--- src/rtl/gray_seq_ctrl_if.sv ---
// rtl/gray_seq_ctrl_if.sv - config/control/status bundle for the Gray sequence controller
//
// Purpose: groups the config handshake, run/abort controls and counter outputs.
// Ports (signals):
//   cfg_valid, cfg_start_gray[W], cfg_end_gray[W], cfg_wrap : config request
//   cfg_ready                                               : config accept (IDLE only)
//   run, abort                                              : advance enable / terminate
//   gray_out[W], bin_out[W], cnt_valid, done, busy          : counter status
// Modports: master drives config/control, slave is the controller.
interface gray_seq_ctrl_if #(
    parameter int W = 5
);
    logic         cfg_valid;
    logic         cfg_ready;
    logic [W-1:0] cfg_start_gray;
    logic [W-1:0] cfg_end_gray;
    logic         cfg_wrap;
    logic         run;
    logic         abort;
    logic [W-1:0] gray_out;
    logic [W-1:0] bin_out;
    logic         cnt_valid;
    logic         done;
    logic         busy;

    modport master (
        output cfg_valid, cfg_start_gray, cfg_end_gray, cfg_wrap, run, abort,
        input  cfg_ready, gray_out, bin_out, cnt_valid, done, busy
    );

    modport slave (
        input  cfg_valid, cfg_start_gray, cfg_end_gray, cfg_wrap, run, abort,
        output cfg_ready, gray_out, bin_out, cnt_valid, done, busy
    );
endinterface

--- src/rtl/gray_seq_ctrl.sv ---
// rtl/gray_seq_ctrl.sv - sequencer stepping a Gray/binary counter over [start, end]
//
// Purpose: accepts Gray-coded range endpoints, counts in binary from start to
// end (modulo 2^W), presenting each value as Gray and binary with a strobe.
// One-shot or wrap-continuous, with run (stall) and abort control.
// Ports:
//   clk   : clock, rising edge
//   rst_n : asynchronous active-low reset
//   bus   : gray_seq_ctrl_if.slave (config handshake, run/abort, outputs)
module gray_seq_ctrl #(
    parameter int W = 5
) (
    input  logic            clk,
    input  logic            rst_n,
    gray_seq_ctrl_if.slave  bus
);
    typedef enum logic [1:0] {
        ST_IDLE = 2'd0,
        ST_RUN  = 2'd1,
        ST_DONE = 2'd2
    } state_t;

    state_t       state_q, state_d;
    logic [W-1:0] start_bin_q, start_bin_d;
    logic [W-1:0] end_bin_q, end_bin_d;
    logic         wrap_q, wrap_d;
    logic [W-1:0] bin_q, bin_d;
    logic [W-1:0] gray_q, gray_d;
    logic         cnt_valid_q, cnt_valid_d;
    logic         done_q, done_d;
    logic [W-1:0] bin_inc;

    // Gray to binary: each binary bit is the XOR of all Gray bits at or above it.
    function automatic logic [W-1:0] g2b(input logic [W-1:0] g);
        logic [W-1:0] b;
        b[W-1] = g[W-1];
        for (int i = W - 2; i >= 0; i--) begin
            b[i] = b[i+1] ^ g[i];
        end
        return b;
    endfunction

    function automatic logic [W-1:0] b2g(input logic [W-1:0] b);
        return b ^ (b >> 1);
    endfunction

    // Natural W-bit overflow gives the modulo-2^W step through 2^W-1 -> 0.
    assign bin_inc = bin_q + {{(W-1){1'b0}}, 1'b1};

    always_comb begin
        state_d     = state_q;
        start_bin_d = start_bin_q;
        end_bin_d   = end_bin_q;
        wrap_d      = wrap_q;
        bin_d       = bin_q;
        gray_d      = gray_q;
        cnt_valid_d = 1'b0;
        done_d      = 1'b0;
        case (state_q)
            ST_IDLE: begin
                if (bus.cfg_valid) begin
                    start_bin_d = g2b(bus.cfg_start_gray);
                    end_bin_d   = g2b(bus.cfg_end_gray);
                    wrap_d      = bus.cfg_wrap;
                    bin_d       = g2b(bus.cfg_start_gray);
                    gray_d      = bus.cfg_start_gray;
                    cnt_valid_d = 1'b1;
                    state_d     = ST_RUN;
                end
            end
            ST_RUN: begin
                if (bus.abort) begin
                    state_d = ST_IDLE;
                end else if (bus.run) begin
                    if (bin_q != end_bin_q) begin
                        bin_d       = bin_inc;
                        gray_d      = b2g(bin_inc);
                        cnt_valid_d = 1'b1;
                    end else if (!wrap_q) begin
                        state_d = ST_DONE;
                        done_d  = 1'b1;
                    end else begin
                        // Reload start; the pass boundary is flagged on the reload value.
                        bin_d       = start_bin_q;
                        gray_d      = b2g(start_bin_q);
                        cnt_valid_d = 1'b1;
                        done_d      = 1'b1;
                    end
                end
            end
            ST_DONE: begin
                state_d = ST_IDLE;
            end
            default: begin
                state_d = ST_IDLE;
            end
        endcase
    end

    always_ff @(posedge clk or negedge rst_n) begin
        if (!rst_n) begin
            state_q     <= ST_IDLE;
            start_bin_q <= '0;
            end_bin_q   <= '0;
            wrap_q      <= 1'b0;
            bin_q       <= '0;
            gray_q      <= '0;
            cnt_valid_q <= 1'b0;
            done_q      <= 1'b0;
        end else begin
            state_q     <= state_d;
            start_bin_q <= start_bin_d;
            end_bin_q   <= end_bin_d;
            wrap_q      <= wrap_d;
            bin_q       <= bin_d;
            gray_q      <= gray_d;
            cnt_valid_q <= cnt_valid_d;
            done_q      <= done_d;
        end
    end

    assign bus.cfg_ready = (state_q == ST_IDLE);
    assign bus.busy      = (state_q != ST_IDLE);
    assign bus.gray_out  = gray_q;
    assign bus.bin_out   = bin_q;
    assign bus.cnt_valid = cnt_valid_q;
    assign bus.done      = done_q;
endmodule

--- src/flat_wrapper.sv ---
// flat-port wrapper written by rule: the top's interface ports become plain ports
module gray_seq_ctrl_flat 
#(
    parameter int W = 5
)
  (clk, rst_n, bus_cfg_valid, bus_cfg_start_gray, bus_cfg_end_gray, bus_cfg_wrap, bus_run, bus_abort, bus_cfg_ready, bus_gray_out, bus_bin_out, bus_cnt_valid, bus_done, bus_busy);
  gray_seq_ctrl_if #(.W(W)) bus_i ();
  input  logic clk;
  input  logic rst_n;
  input wire logic [$bits(bus_i.cfg_valid)-1:0] bus_cfg_valid;
  input wire logic [$bits(bus_i.cfg_start_gray)-1:0] bus_cfg_start_gray;
  input wire logic [$bits(bus_i.cfg_end_gray)-1:0] bus_cfg_end_gray;
  input wire logic [$bits(bus_i.cfg_wrap)-1:0] bus_cfg_wrap;
  input wire logic [$bits(bus_i.run)-1:0] bus_run;
  input wire logic [$bits(bus_i.abort)-1:0] bus_abort;
  output wire logic [$bits(bus_i.cfg_ready)-1:0] bus_cfg_ready;
  output wire logic [$bits(bus_i.gray_out)-1:0] bus_gray_out;
  output wire logic [$bits(bus_i.bin_out)-1:0] bus_bin_out;
  output wire logic [$bits(bus_i.cnt_valid)-1:0] bus_cnt_valid;
  output wire logic [$bits(bus_i.done)-1:0] bus_done;
  output wire logic [$bits(bus_i.busy)-1:0] bus_busy;
  assign bus_i.cfg_valid = bus_cfg_valid;
  assign bus_i.cfg_start_gray = bus_cfg_start_gray;
  assign bus_i.cfg_end_gray = bus_cfg_end_gray;
  assign bus_i.cfg_wrap = bus_cfg_wrap;
  assign bus_i.run = bus_run;
  assign bus_i.abort = bus_abort;
  assign bus_cfg_ready = bus_i.cfg_ready;
  assign bus_gray_out = bus_i.gray_out;
  assign bus_bin_out = bus_i.bin_out;
  assign bus_cnt_valid = bus_i.cnt_valid;
  assign bus_done = bus_i.done;
  assign bus_busy = bus_i.busy;
  gray_seq_ctrl #(.W(W)) u_core (.clk(clk), .rst_n(rst_n), .bus(bus_i));
endmodule
--- config.mk ---
export PLATFORM = sky130hd
export DESIGN_NAME = gray_seq_ctrl_flat
export DESIGN_NICKNAME = d
export VERILOG_FILES = /design/src/rtl/gray_seq_ctrl_if.sv /design/src/rtl/gray_seq_ctrl.sv /design/src/flat_wrapper.sv
export SDC_FILE = /design/constraint.sdc
export NUM_CORES = 1
export LEC_CHECK = 0
export CAP_MARGIN = 20
export CORE_UTILIZATION = 48
export CTS_BUF_LIST = sky130_fd_sc_hd__clkbuf_4
export DETAILED_ROUTE_END_ITERATION = 8
export GPL_TIMING_DRIVEN = 0
export HOLD_SLACK_MARGIN = 0.1
export PLACE_DENSITY = 0.76
export SKIP_LAST_GASP = 1
export SYNTH_ARGS = -nofsm -noshare
export SYNTH_HDL_FRONTEND = slang
export SYNTH_SLANG_ARGS = --single-unit
--- constraint.sdc ---
create_clock -name clk -period 2.1 [get_ports clk]
set_input_delay 0.42 -clock clk [delete_from_list [all_inputs] [get_ports clk]]
set_output_delay 0.42 -clock clk [all_outputs]
set_load 0.02 [all_outputs]
==> results of run 1 <==
## flip-flops by register name, summed over array words and instances, names as in the netlist
register and flops:
u_core.start_bin_q 5, u_core.wrap_q 1, u_core.end_bin_q 5, u_core.bus.bin_out 4, u_core.bus.gray_out 5, u_core.bus.cnt_valid 1
u_core.state_q 2, u_core.bus.done 1
## final timing paths
path	to	start	cells past startpoint	slack, ns
worst max-delay path	u_core.bus.bin_out[0]	u_core.bus.bin_out[3]	7	0.13
worst min-delay path	u_core.bus.bin_out[3]	rst_n	1	0.43
worst max register to register	u_core.bus.bin_out[0]	u_core.bus.bin_out[3]	7	0.13
worst min register to register	u_core.bus.gray_out[0]	u_core.bus.gray_out[0]	1	0.51
max in group asynchronous	u_core.start_bin_q[0]	rst_n	2	1.16
min in group clk	u_core.bus.gray_out[0]	u_core.bus.gray_out[0]	1	0.51
## layout make-up
class	instances	area [sq um]	share of cell area, %
well taps	44	55.1	2.84
repair buffers	30	308	15.9
clock buffers	3	22.5	1.16
plain buffers	11	62.6	3.23
inverters	2	7.51	0.387
clock inverters	1	3.75	0.194
flip-flops and latches	24	602	31.1
multi-input cells	129	877	45.3
## metal layers
layer	wire length (um)	up-vias
met1	1710	681
met4	100	0
met3	183	9
li1	-	651
met5	0	-
met2	1990	49
## timing repair
item                                    CTS  global route
endpoints found under the setup margin    0             4
gates resized for setup                   0             4
buffers inserted                          0             0
## power groups by stage
stage	logic [mW]	registers, mW	clock network [mW]
floorplan	1.09	0.893	0
global placement	1.63	0.813	0
detailed placement	1.68	0.828	0
CTS	1.70	0.818	0.218
global route	1.87	0.845	0.239
finish	1.72	0.817	0.220
## cell usage after synthesis (all sizes together) (3+ instances only)
| cell type | instances | area, sq um |
|---|---|---|
| nand3 | 3 | 15.0 |
| clkbuf | 5 | 18.8 |
| o22ai | 4 | 31.3 |
| nand2b | 11 | 71.3 |
| a31oi | 7 | 58.8 |
| a21oi | 3 | 15.0 |
| nand2 | 26 | 97.6 |
| xnor2 | 15 | 131 |
| nor2 | 8 | 32.5 |
| o21ai | 10 | 50.1 |
| buf | 6 | 43.8 |
| o2bb2ai | 3 | 26.3 |
| dfrtp | 24 | 601 |
| nor3 | 5 | 25.0 |
| nand4 | 3 | 33.8 |
| xor2 | 6 | 60.1 |
## placed cells by master (no fill, tap or decap), types with 5 or more instances in the layout
cell              n
nor3_1            5
xnor2_1          15
dfrtp_1          23
nor2_1            6
nand2b_1         10
clkdlybuf4s50_1  28
xor2_1            5
nand2_1          26
a31oi_1           6
clkbuf_1          5
o21ai_0          10
## through the flow
step,setup TNS (ns),area [sq um],utilization (%)
floorplan,0,1540,-
global placement,-0.327,1890,61.8
detailed placement,-0.435,1890,61.8
CTS,0,1910,62.6
global route,0,1940,63.5
finish,0,1940,63.5
## worst reg2reg max path: cells and delay by family, from the launching register on
family                    cells  cell delay (ns)
AOI/OAI and AO/OA             3             0.61
DFF                           1             0.40
xor gates and xnor gates      1             0.40
buffers and inverters         2             0.35
and+or+nand+nor               1             0.11
## logic make-up after synthesis
family,Yosys count,synth area share [%]
AO/OA/AOI/OAI,42,20.0
XOR/XNOR,22,13.9
adder cells (fa/ha/maj),1,0.812
multiplexers,1,0.650
buffers and inverters,13,4.55
AND/OR/NAND/NOR,63,21.1
flip-flops,24,39.0
==> metrics, run 1 <==
VDD IR max 0.663 mV; grt met2 use between 40% and 50%; Pins Over Slew Limit 0; fmax slightly above 500 MHz; layout cell share with drive strength beyond 1 11.0%; clock power share 8.0%; number of global-route vias before repair around 1400; element type at the critical path end register; Synth-to-Final Area Change 25.8%; gr ovfl total 0; Pwr Density about 1400 nW/um^2; total power roughly 2.8 mW; Hold Buf Count CTS 0; Routed Antenna Nets 0; CTS buffer count 3; Rel. slew slack 61.3%; Worst Path Required around 2.3 ns; Initial Utilization between 50% and 60%; outcome finished, final reports clean; CTS H-tree depth 1; grt met3 use approximately 2.2%; max-cap violations 0; syn_area_per_cell ~9.3 sq um; final hold slack between 0.4 and 0.5 ns; Total GRT Usage 25.9%; io pins 30; Post-synth EDFFs 0; Reg clk slew, reported paths approximately 0.14 ns; Max stage delay on crit path ~0.4 ns; Setup WS post-layout 0.128 ns; Clock Tree Buf Depth 2; Syn Std Cell Area 1540 sq um; CP cell instances buf_4, xor2_2, nor2_2, a31oi_4, buf_6, o22ai_2, a211o_1; WP buf/inv 2; slowest CP cell dfrtp_1; initial antenna violation count 0; Via density approximately 5.7; dominant synthesized flop cell dfrtp_1; drt drc 0; Lkg Pwr between 0.7 and 0.8 nW; root buf cell clkbuf_4; Die Area between 3000 and 4000 sq um; Post-Syn Nets ~180; core region area ~3100 sq um; Internal approximately 1.5 mW; Final period util ~94%; Syn Inst Count roughly 170; Hold Crit Class primary input to async pin; final clock skew 0.00992 ns; final setup fails 0; pin count of the biggest net entering global routing 25; CP Launch Type register; Worst-Margin Slew just under 0.6 ns; Fin. Hold Viols 0; post-synthesis sequential area ratio between 30% and 40%; Pre-antenna DRT Iters 4; Seq pwr share around 30%; Critical Path AT between 2 and 2.5 ns; via count between 1000 and 1500; WS Path Type register to register; CP Max Fanout 10; Die Height ~60 um; first-pass GRT wire length around 6700 um; clock latency on the worst-skew pair around 0.33 ns; number of unique standard cell types used by synthesis 46; switching power around 1.3 mW; Top Usage Layer GRT met2; GP Congestion ~0.92; dpl hpwl between 2000 and 3000 um; share of flip-flops with an asynchronous set or reset between 90% and 100%; final wirelength 3980 um; DP Worst Slack -0.250 ns; M1 GR Usage about a third; CTS tree built; dpl cells about 240; # nets final 218; Top Family by Delay on Critical Path compound AO/OA/AOI/OAI gates; DRT iter0 DRCs 72; fillers about 280; final std cells w/o fill between 200 and 250; combinational power share approximately 62%; FF+latch count, synth 24; Tmin final about 2.0 ns; Chip Width approximately 59 um; port buffer count 29; CTS Sinks 24; Sw Share 46.1%; placement row count 20; RSZ-0062 raised after global routing false; YS warnings 0; Antenna Diode Count 0; Routed WL per cell approximately 16 um
Power figures use the tool's default switching activity.
==> inputs of run 2 (changes only) <==
- HOLD_SLACK_MARGIN: 0.1 -> 0.02
==> results of run 2 <==
No change in the layout: final DEF, timing and power equal those of run 1.
==> inputs of run 3 (changes only) <==
- TNS_END_PERCENT: unset -> 1
==> run 3 against run 2 <==
Effect of this change:
- sequential cell count unchanged
- total power down 0.37%
- critical path depth down 5
==> metrics, run 3 (same netlist as run 1, synthesis figures left out) <==
outcome finished, final reports clean; # nets final 218 (unchanged); DP Worst Slack -0.250 ns (unchanged); layout cell share with drive strength beyond 1 10.0% (-1.0 points); element type at the critical path end output pin; WS Path Type register to output pin; final wirelength 3970 um (about the same); Clock Tree Buf Depth 2 (unchanged); final setup TNS 0 ns (unchanged); dpl cells 239 (unchanged); Setup crit start u_core.bus.gray_out[4]; placement row count 20 (unchanged); clock power share 7.9% (about the same); fillers 281 (+0.72%); CTS buffer count 3 (unchanged); commonest cells after routing, fill and taps aside clkdlybuf4s50_1, nand2_1, dfrtp_1, xnor2_1; switching power 1.26 mW (-0.52%); root buf cell clkbuf_4; R2R Path End u_core.bus.bin_out[0]; Die Area 3440 sq um (unchanged); final clock skew 0.00984 ns (-0.0000722 ns); GP Congestion 0.922 (unchanged); Routed Antenna Nets 0 (unchanged); CP Max Fanout 7 (-3); Initial Utilization 50.5% (unchanged); first-pass GRT wire length 6670 um (unchanged); Critical Path AT 1.61 ns (-0.59 ns); Hold Crit Class primary input to async pin; clock latency on the worst-skew pair 0.32 ns (about the same); port buffer count 29 (unchanged); core region area 3050 sq um (unchanged); DRT iter0 DRCs 60 (-17%); max-cap violations 0 (unchanged); fmax 491 MHz (-3.1%); Setup WS post-layout 0.0654 ns (-0.0626 ns); CTS H-tree depth 1 (unchanged); CP Launch Type register; VDD IR max 0.656 mV (-1.1%); Lkg Pwr 0.786 nW (-0.95%); Seq pwr share 29.8% (about the same); pin count of the biggest net entering global routing 25 (unchanged); Rel. slew slack 62.3% (+1.0 points); RSZ-0062 raised after global routing true; Antenna Diode Count 0 (unchanged); Worst-Margin Slew 0.564 ns (-0.0150 ns); drt drc 0 (unchanged); reg-to-reg setup timing slack 0.08 ns (-0.05 ns); Tmin final 2.03 ns (+0.0626 ns); Chip Width 58.6 um (unchanged); final std cells w/o fill 244 (unchanged); number of global-route vias before repair 1437 (unchanged); Reg clk slew, reported paths 0.14 ns (about the same); multi-input logic area 872 sq um (-0.57%); Synth-to-Final Area Change 25.3%; Sw Share 46.1% (-0.068 points); via count 1389 (-0.072%); Fin. Hold Viols 0 (unchanged); Worst Path Required 1.68 ns (-0.65 ns); gr ovfl total 0 (unchanged); Internal 1.48 mW (-0.25%); Via density 5.69 (about the same); Pins Over Slew Limit 0 (unchanged); final hold slack 0.435 ns (+0.00214 ns); Final period util 96.9% (+3.0 points); initial antenna violation count 0 (unchanged); most common cell after layout, fill and taps aside clkdlybuf4s50_1; Total GRT Usage 25.9% (unchanged); postcts setup bufs 0 (unchanged); combinational power share 62.3% (about the same); final setup fails 0 (unchanged); reg2reg start u_core.bus.gray_out[4]; Routed WL per cell 16.3 um (about the same); Die Height 58.6 um (unchanged); dpl hpwl 2800 um (unchanged); Reg area 601 sq um (-0.21%); CTS Sinks 24 (unchanged); Worst setup endpoint bus_gray_out[4]; io pins 30 (unchanged); Pwr Density 1420 nW/um^2 (about the same); CTS tree built; R2R depth 5 (-2); Pre-antenna DRT Iters 4 (unchanged)
run 3: cell types whose count changed in the layout (fill, tap and decap cells not counted):
cell,previous run,this run
clkdlybuf4s50_1,28,29
dfrtp_1,23,24
dfrtp_2,1,0
dlymetal6s2s_1,1,0
nand3_1,2,3
nand3_2,1,0
run 3: power by group through the flow:
stage          Sequential (mW)  Combinational (mW)  Clock, mW
3_5_place_dp             0.828                1.68          0
4_1_cts                  0.818                1.70      0.218
3_3_place_gp             0.813                1.63          0
2_1_floorplan            0.893                1.09          0
6_report                 0.817                1.71      0.216
5_1_grt                  0.843                1.86      0.239
run 3: worst min-delay path by stage:
stage	from	endpoint	slack [ns]	depth (start not counted)
CTS	u_core.bus.gray_out[0]	u_core.bus.gray_out[0]	0.52	1
detailed placement	u_core.bus.gray_out[0]	u_core.bus.gray_out[0]	0.48	1
global route	rst_n	u_core.bus.gray_out[3]	0.47	1
global placement	u_core.bus.gray_out[0]	u_core.bus.gray_out[0]	0.48	1
floorplan	rst_n	u_core.bus.bin_out[0]	0.12	0
finish	rst_n	u_core.bus.bin_out[3]	0.44	1
run 3: layout make-up:
cell class / instances / area share [%]
sequential: 24 / 31.1
clock buffer: 3 / 1.17
multi-input combinational: 129 / 45.2
clock inverter: 1 / 0.195
inverter: 2 / 0.389
buffer: 11 / 3.24
tap: 44 / 2.85
timing repair buffer: 30 / 15.8
run 3: routing by layer:
layer | track usage [%] | up-vias | wire, um
li1 | - | 657 | -
met1 | 33.2 | 666 | 1700
met2 | 43.5 | 56 | 1990
met3 | 2.20 | 10 | 202
met4 | 13.9 | 0 | 83
met5 | 0 | - | 0
run 3: stage by stage:
step / util, % / power, mW / area [sq um]
floorplan: - / 1.98 / 1540
global placement: 61.8 / 2.45 / 1890
detailed placement: 61.8 / 2.51 / 1890
CTS: 62.6 / 2.73 / 1910
global route: 63.2 / 2.94 / 1930
finish: 63.2 / 2.74 / 1930
run 3: critical path: stages (launching register included):
cell	delay [ns]
dfrtp_1	0.54
buf_4	0.16
clkdlybuf4s50_1	0.58
run 3: what timing repair did:
item                       CTS  global route
hold buffers                 0             0
setup endpoints to repair    0             4
hold endpoints to repair     0             0
gates resized for setup      0             1
